==> config.mk <==
export PLATFORM = sky130hd
export DESIGN_NAME = opponent_decoder_flat
export DESIGN_NICKNAME = d
export VERILOG_FILES = /design/src/rtl/opponent_decoder_if.sv /design/src/rtl/opponent_decoder.sv /design/src/flat_wrapper.sv
export SDC_FILE = /design/constraint.sdc
export NUM_CORES = 1
export LEC_CHECK = 0
export BUFFER_PORTS_ARGS = -buffer_cell sky130_fd_sc_hd__buf_2
export CORE_MARGIN = 4
export CORE_UTILIZATION = 30
export DETAILED_ROUTE_END_ITERATION = 8
export GPL_ROUTABILITY_DRIVEN = 0
export PLACE_DENSITY = 0.57
export SYNTH_ARGS = -nofsm -noshare
export SYNTH_HDL_FRONTEND = slang
export SYNTH_SLANG_ARGS = --single-unit
==> constraint.sdc <==
create_clock -name clk_in -period 1.6 [get_ports clk_in]
set_input_delay 0.08 -clock clk_in [delete_from_list [all_inputs] [get_ports clk_in]]
set_output_delay 0.08 -clock clk_in [all_outputs]
set_load 0.05 [all_outputs]
==> src/rtl/opponent_decoder_if.sv <==
// ============================================================================
// Module : opponent_decoder_if
// Brief  : Dibit receive stream in, decoded opponent state and counters out.
// Rev    : 1.0  initial release
// ============================================================================
`default_nettype none

interface opponent_decoder_if;
    logic        axiov_in;
    logic [1:0]  axiod_in;
    logic [10:0] opponent_x;
    logic [10:0] opponent_y;
    logic [8:0]  direction;
    logic        game_stat;
    logic        update_out;
    logic [7:0]  frame_count;
    logic [7:0]  error_count;

    modport master (
        output axiov_in, axiod_in,
        input  opponent_x, opponent_y, direction, game_stat,
        input  update_out, frame_count, error_count
    );

    modport slave (
        input  axiov_in, axiod_in,
        output opponent_x, opponent_y, direction, game_stat,
        output update_out, frame_count, error_count
    );
endinterface

`default_nettype wire

==> src/rtl/opponent_decoder.sv <==
// ============================================================================
// Module : opponent_decoder
// Brief  : Decodes a 16-dibit opponent frame into position/heading/status.
//          Optional macro CHECKSUM_EN adds a 4-dibit XOR checksum stage.
// Rev    : 1.0  initial release
// ============================================================================
`default_nettype none

module opponent_decoder (
    input  wire logic         clk_in,
    input  wire logic         rst_in,
    opponent_decoder_if.slave bus
);
    typedef enum logic [2:0] {
        S_IDLE    = 3'd0,
        S_PAYLOAD = 3'd1,
`ifdef CHECKSUM_EN
        S_CHECK   = 3'd2,
`endif
        S_COMMIT  = 3'd3,
        S_DRAIN   = 3'd4
    } state_t;

    state_t      r_state;
    state_t      w_state_nx;
    logic [31:0] r_word;
    logic [3:0]  r_cnt;
    logic        r_prev_axiov;
    logic [10:0] r_x;
    logic [10:0] r_y;
    logic [8:0]  r_dir;
    logic        r_stat;
    logic        r_update;
    logic [7:0]  r_frame_cnt;
    logic [7:0]  r_error_cnt;

    logic [31:0] w_word_nx;
    logic [31:0] w_final;
    logic        w_start;
    logic        w_last;
    logic        w_short;
    logic        w_accept;

    assign w_word_nx = {r_word[29:0], bus.axiod_in};

`ifdef CHECKSUM_EN
    logic [7:0] r_chk;
    logic [7:0] w_chk_nx;

    assign w_chk_nx = {r_chk[5:0], bus.axiod_in};
    assign w_final  = r_word;
    assign w_accept = (w_final[9:1] < 9'd360) &&
                      (w_chk_nx == (w_final[31:24] ^ w_final[23:16] ^
                                    w_final[15:8]  ^ w_final[7:0]));
`else
    assign w_final  = w_word_nx;
    assign w_accept = (w_final[9:1] < 9'd360);
`endif

    always_ff @(posedge clk_in) begin
        if (rst_in) begin
            r_state <= S_IDLE;
        end else begin
            r_state <= w_state_nx;
        end
    end

    always_comb begin
        w_state_nx = r_state;
        w_start    = 1'b0;
        w_last     = 1'b0;
        w_short    = 1'b0;
        case (r_state)
            S_IDLE: begin
                if (bus.axiov_in && !r_prev_axiov) begin
                    w_start    = 1'b1;
                    w_state_nx = S_PAYLOAD;
                end
            end
            S_PAYLOAD: begin
                if (!bus.axiov_in) begin
                    w_short    = 1'b1;
                    w_state_nx = S_IDLE;
                end else if (r_cnt == 4'd15) begin
`ifdef CHECKSUM_EN
                    w_state_nx = S_CHECK;
`else
                    w_last     = 1'b1;
                    w_state_nx = S_COMMIT;
`endif
                end
            end
`ifdef CHECKSUM_EN
            S_CHECK: begin
                if (!bus.axiov_in) begin
                    w_short    = 1'b1;
                    w_state_nx = S_IDLE;
                end else if (r_cnt == 4'd3) begin
                    w_last     = 1'b1;
                    w_state_nx = S_COMMIT;
                end
            end
`endif
            // A frame ending exactly on its last dibit drops axiov here, so the
            // commit cycle doubles as the drain exit to keep one idle cycle enough.
            S_COMMIT: w_state_nx = bus.axiov_in ? S_DRAIN : S_IDLE;
            S_DRAIN: begin
                if (!bus.axiov_in) begin
                    w_state_nx = S_IDLE;
                end
            end
            default: w_state_nx = S_IDLE;
        endcase
    end

    // Decision is taken on the edge that samples the last dibit, so outputs
    // and the update pulse are both visible during the COMMIT cycle.
    always_ff @(posedge clk_in) begin
        if (rst_in) begin
            r_word       <= 32'd0;
            r_cnt        <= 4'd0;
            r_prev_axiov <= 1'b1;
            r_x          <= 11'd0;
            r_y          <= 11'd0;
            r_dir        <= 9'd0;
            r_stat       <= 1'b0;
            r_update     <= 1'b0;
            r_frame_cnt  <= 8'd0;
            r_error_cnt  <= 8'd0;
`ifdef CHECKSUM_EN
            r_chk        <= 8'd0;
`endif
        end else begin
            r_prev_axiov <= bus.axiov_in;
            r_update     <= w_last && w_accept;
            if (w_start) begin
                r_word <= w_word_nx;
                r_cnt  <= 4'd1;
            end else if (r_state == S_PAYLOAD && bus.axiov_in) begin
                r_word <= w_word_nx;
                r_cnt  <= r_cnt + 4'd1;
`ifdef CHECKSUM_EN
            end else if (r_state == S_CHECK && bus.axiov_in) begin
                r_chk <= w_chk_nx;
                r_cnt <= r_cnt + 4'd1;
`endif
            end
            if (w_last && w_accept) begin
                r_x         <= w_final[31:21];
                r_y         <= w_final[20:10];
                r_dir       <= w_final[9:1];
                r_stat      <= w_final[0];
                r_frame_cnt <= r_frame_cnt + 8'd1;
            end
            if (((w_last && !w_accept) || w_short) && (r_error_cnt != 8'hFF)) begin
                r_error_cnt <= r_error_cnt + 8'd1;
            end
        end
    end

    assign bus.opponent_x  = r_x;
    assign bus.opponent_y  = r_y;
    assign bus.direction   = r_dir;
    assign bus.game_stat   = r_stat;
    assign bus.update_out  = r_update;
    assign bus.frame_count = r_frame_cnt;
    assign bus.error_count = r_error_cnt;

endmodule

`default_nettype wire

==> src/flat_wrapper.sv <==
// flat-port wrapper written by rule: the top's interface ports become plain ports
module opponent_decoder_flat 
  (clk_in, rst_in, bus_axiov_in, bus_axiod_in, bus_opponent_x, bus_opponent_y, bus_direction, bus_game_stat, bus_update_out, bus_frame_count, bus_error_count);
  opponent_decoder_if bus_i ();
  input  wire logic clk_in;
  input  wire logic rst_in;
  input wire logic [$bits(bus_i.axiov_in)-1:0] bus_axiov_in;
  input wire logic [$bits(bus_i.axiod_in)-1:0] bus_axiod_in;
  output wire logic [$bits(bus_i.opponent_x)-1:0] bus_opponent_x;
  output wire logic [$bits(bus_i.opponent_y)-1:0] bus_opponent_y;
  output wire logic [$bits(bus_i.direction)-1:0] bus_direction;
  output wire logic [$bits(bus_i.game_stat)-1:0] bus_game_stat;
  output wire logic [$bits(bus_i.update_out)-1:0] bus_update_out;
  output wire logic [$bits(bus_i.frame_count)-1:0] bus_frame_count;
  output wire logic [$bits(bus_i.error_count)-1:0] bus_error_count;
  assign bus_i.axiov_in = bus_axiov_in;
  assign bus_i.axiod_in = bus_axiod_in;
  assign bus_opponent_x = bus_i.opponent_x;
  assign bus_opponent_y = bus_i.opponent_y;
  assign bus_direction = bus_i.direction;
  assign bus_game_stat = bus_i.game_stat;
  assign bus_update_out = bus_i.update_out;
  assign bus_frame_count = bus_i.frame_count;
  assign bus_error_count = bus_i.error_count;
  opponent_decoder u_core (.clk_in(clk_in), .rst_in(rst_in), .bus(bus_i));
endmodule
Word level (Yosys, flattened, before mapping)
Index checks and enable logic that the tools add are counted.
- add/sub/neg operators: 3
- magnitude comparators: 1
- equality and inequality tests: 8
- mux-type cells: 17
- reductions and logical operators: 12
- operator list (kind ; count):
    30-bit 2-to-1 mux ; 2
    8-bit by 1-bit adder with 8-bit output, second input constant ; 2
    3-bit 2-to-1 mux ; 5
    3-bit one-hot mux with 4 select lines ; 1
    9-bit less-than comparator, second input constant ; 1
    1-bit 2-to-1 mux ; 9
    8-bit inequality test, second input constant ; 1
    1-bit logical AND ; 5
    4-bit by 1-bit adder with 4-bit output, second input constant ; 1
    4-bit equality test, second input constant ; 1
    3-bit by 1-bit equality test with 1-bit output, second input constant ; 1
    3-bit by 2-bit equality test with 1-bit output, second input constant ; 1
    3-bit equality test, second input constant ; 1
    3-bit logical NOT ; 1
    3-bit by 2-bit inequality test with 1-bit output, second input constant ; 1
    3-bit AND reduction ; 1
    1-bit logical NOT ; 2
    2-bit by 1-bit inequality test with 1-bit output, second input constant ; 1
    2-bit inequality test, second input constant ; 1
    2-bit nonzero test ; 1
    2-bit OR reduction ; 1
    1-bit logical OR ; 1
- bits in registers: 87
- input port bits: 5
- logic and storage cells: 53

Longest topological paths before layout
- depth in word-level cells: 7
- depth in mapped cells: 7
- mapped depth without buffers: 5

Worst setup path after synthesis
Ideal clock, no wire load.
- path kind: register to register
- start: register u_core.r_error_cnt[0] (netlist: u_core.bus.error_count[0])
- end: register u_core.r_error_cnt[0] (netlist: u_core.bus.error_count[0])
- arrival time: 1.775 ns
- data required time: 1.479 ns
- setup slack: -0.296 ns
- stages on the path, launching flop included: 6
- path buffers: 0
- period minus slack after synthesis: 1.896 ns
- cells stage by stage: dfxtp_1 ha_1 nand4_1 nor2_1 a21oi_1 mux2_2
- cells in the longest elaborated chain, start to end: 2
- ends and longest elaborated chain (item ; line ; text):
    start: declaration ; opponent_decoder.sv:35 ; logic [7:0] r_error_cnt;
    start signal: assignment ; opponent_decoder.sv:156 ; r_error_cnt <= r_error_cnt + 8'd1;
    parallel branches: the longest is 2 deep, another holds 8-bit by 1-bit adder with 8-bit output ; - ;
Several ways; the timed one is not identified.
A chain may end at the register's enable or synchronous reset.

Final worst setup path
- start: register u_core.r_state[1]
- end: register u_core.r_error_cnt[2] (netlist: u_core.bus.error_count[2])
- cells in the longest elaborated chain, start to end: 5
- ends and longest elaborated chain (item ; line ; text):
    start: declaration ; opponent_decoder.sv:24 ; state_t r_state;
    start signal: assignment ; opponent_decoder.sv:64 ; r_state <= w_state_nx;
    3-bit by 1-bit equality test with 1-bit output * ; opponent_decoder.sv:73 ; case (r_state)
    1-bit 2-to-1 mux ; opponent_decoder.sv:73 ;
    1-bit logical AND ; opponent_decoder.sv:155 ; if (((w_last && !w_accept) || w_short) && (r_error_cnt != 8'hFF)) begin
    1-bit logical OR * ; opponent_decoder.sv:155 ;
    1-bit logical AND * ; opponent_decoder.sv:155 ;
Mark *: on every way between the ends. The rest lies on a longest branch, timed or not.

==> impl_metrics.json <==
{
  "drtAntennaViolNets": 0,
  "yosysTopAreaCell": "dfxtp_1",
  "hold_ws_ns": 0.0382,
  "power_density_nw_per_um2": 866,
  "htree_levels": 3,
  "leakage_nw": 2.14,
  "drcViolationCount": 0,
  "stdcell_area_um2": 5270,
  "synth_top_family_by_area": "simple AND/OR/NAND/NOR gates",
  "io_buffers": 53,
  "floorplan.rows": 39,
  "rsz0062_at_grt": "true",
  "grt_pass1_vias": 3084,
  "die_area_um2": 13600,
  "slew_headroom": 0.657,
  "most-common-layout-cells": "69 x dfxtp_1, 53 x buf_2, 45 x a21oi_1",
  "clockBufferDepth": 2,
  "cp.arrival_ns": 2.04,
  "slew_violations": 0,
  "final.setup.worst_slack_ns": -0.207,
  "fmax_mhz": 553,
  "grt_pass1_wl_mm": 14.9,
  "ys_warn_count": 0,
  "synthTopCellsByArea": "dfxtp_1 49%, a21oi_1 10%, nand2_1 6.9%, nand3_1 5.7%, o21ai_0 5.1%",
  "insertion_delay_ns": 0.35,
  "numCtsBuffers": 9,
  "layout-drive-gt1-share": 0.443,
  "crit_path_max_fanout": 7,
  "cts_tree": "built",
  "ys_types": 40,
  "hp-class": "input pin to flop",
  "synth-compound-area-share": 0.205,
  "nNetsFinal": 522,
  "final_hold_viol_count": 0,
  "crit_type": "flop to flop",
  "irDropWorstVdd_uv": 705,
  "cap_violations": 0,
  "antenna_cells": 0,
  "die_width_um": 117,
  "synth_xor_area_frac": 0,
  "avgSynthCellArea_um2": 8.35,
  "tightest_slew_ns": 0.514,
  "drt_iter0_drc": 165,
  "synth-simple-area-share": 0.212,
  "place_area_um2": 4180,
  "fin_crit_sh": 1.13,
  "area_growth_pct": 48.9,
  "cts-root-buf": "clkbuf_16",
  "top_level_ports": 54,
  "seq_area_frac_synth": 0.492,
  "grt.overflow.total": 0,
  "fillers": 1075,
  "routed_wirelength_mm": 10.3,
  "ys_seq_elements": 87,
  "antenna_found_initial": 0,
  "start_kind": "flop",
  "clkTransAtPathRegs_ns": 0.06,
  "cts_sinks": 87,
  "vias_per_cell": 5.10,
  "chipHeight_um": 117,
  "synth_nets": 432,
  "yosys-mux-area-fraction": 0.0346,
  "setup_viol": 76,
  "grtUsageTotal": 0.140,
  "period_minus_slack_ns": 1.81,
  "status": "finished with violations",
  "dp.final_hpwl_mm": 5.72,
  "vias": 3378,
  "drt_pass1_iterations": 4,
  "wl_per_cell_um": 15.5,
  "area.sequential_um2": 1770,
  "finalPower_w": 0.00457,
  "worst-r2r-setup-slack_ns": -0.21,
  "initial_core_util": 0.309,
  "multiInputGateArea_um2": 2060,
  "tns_ns": -6.40,
  "synthAdderAreaFrac": 0.0106,
  "grt_max_degree": 48,
  "core_um2": 11500,
  "failed_checks": "negative setup slack",
  "layout_commonest_cell": "dfxtp_1",
  "synth_top_area_share": 0.492,
  "syn_area_um2": 3540,
  "cp-end-kind": "flop",
  "cp.required_ns": 1.84,
  "syn_inst": 424,
  "fin_skew_ns": 0.00925
}
## worst max-delay path: stages (launching register included)
cell and delay (ns):
dfxtp_2 0.33, and4bb_2 0.36, o2111ai_4 0.27, buf_4 0.23, a21oi_1 0.16, mux2_2 0.34
## cell usage after synthesis (all sizes together)
master / number
dfxtp: 87
a21oi: 73
nand2: 65
nand3: 40
o21ai: 37
clkbuf: 20
nor2: 18
buf: 13
mux2: 10
nor2b: 10
inv: 6
a211oi: 4
nand4: 4
nor3: 4
ha: 3
nand2b: 3
a2111oi: 2
and2: 2
nor3b: 2
o31ai: 2
or2: 2
or4: 2
a21o: 1
a22oi: 1
a2bb2oi: 1
and3: 1
and4bb: 1
mux2i: 1
nand3b: 1
nand4b: 1
nor4: 1
o2111ai: 1
o211a: 1
o21a: 1
o41ai: 1
or3: 1
or3b: 1
## flip-flops by register name, indices dropped and copies added (netlist names)
register and count:
u_core.bus.direction 9, u_core.bus.opponent_y 11, u_core.r_state 3, u_core.r_prev_axiov 1, u_core.r_cnt 4, u_core.bus.opponent_x 11
u_core.bus.update_out 1, u_core.bus.error_count 8, u_core.bus.frame_count 8, u_core.r_word 30, u_core.bus.game_stat 1
## layout make-up
cell class,count,area share
flip-flops and latches,87,0.336
multi-input cells,298,0.391
inverters,6,0.00427
repair buffers,112,0.177
clock inverters,4,0.0102
well taps,143,0.0340
clock buffers,12,0.0487
## routing by layer
metal	up-vias	GRT usage	part of all wire	routed length, um
met5	-	0	0	0
met4	0	0.0466	0.020	206
met3	19	0.0461	0.046	470
met2	65	0.235	0.50	5160
met1	1636	0.170	0.43	4430
li1	1658	-	-	-
## through the flow
| step | std cells | setup WS, ns | utilization |
|---|---|---|---|
| floorplan | 424 | -0.0888 | - |
| global placement | 620 | -0.147 | 0.364 |
| detailed placement | 620 | -0.173 | 0.364 |
| CTS | 647 | -0.166 | 0.407 |
| global route | 662 | -0.257 | 0.460 |
| finish | 662 | -0.207 | 0.460 |
## power by group
group / switching (W) / internal (W) / leakage (nW)
Sequential: 0.00000861 / 0.00217 / 0.711
Combinational: 0.000128 / 0.0000876 / 1.29
Clock: 0.000873 / 0.00130 / 0.145
## worst paths after layout
| kind | from | end | cells past startpoint |
|---|---|---|---|
| worst min-delay path | bus_axiov_in | u_core.r_state[2]$_SDFFE_PP0P_ | 2 |
| worst max register to register | u_core.r_state[1]$_SDFFE_PP0P_ | u_core.bus.error_count[2]$_SDFFE_PP0P_ | 5 |
| worst min register to register | u_core.r_word[0]$_SDFFE_PP0P_ | u_core.r_word[2]$_SDFFE_PP0P_ | 2 |
| worst max-delay path | u_core.r_state[1]$_SDFFE_PP0P_ | u_core.bus.error_count[2]$_SDFFE_PP0P_ | 5 |
## cell families (layout without fill, tap and decap cells)
group | Yosys count | count (layout)
AOI/OAI and AO/OA | 125 | 125
adders and majority gates | 3 | 3
buffers and inverters | 39 | 134
DFF | 87 | 87
muxes | 11 | 11
and+or+nand+nor | 159 | 159
## repair_timing
| action | 4_1_cts | 5_1_grt |
|---|---|---|
| gates resized for setup | 20 | 114 |
| gates cloned | 1 | 7 |
| setup endpoints to repair | 45 | 73 |
| pin swaps | 9 | 41 |
| buffers inserted | 7 | 8 |
| endpoints found under the hold margin | 4 | 0 |
| hold buffers | 3 | 0 |
No activity file was read; power rests on OpenSTA's default activity.
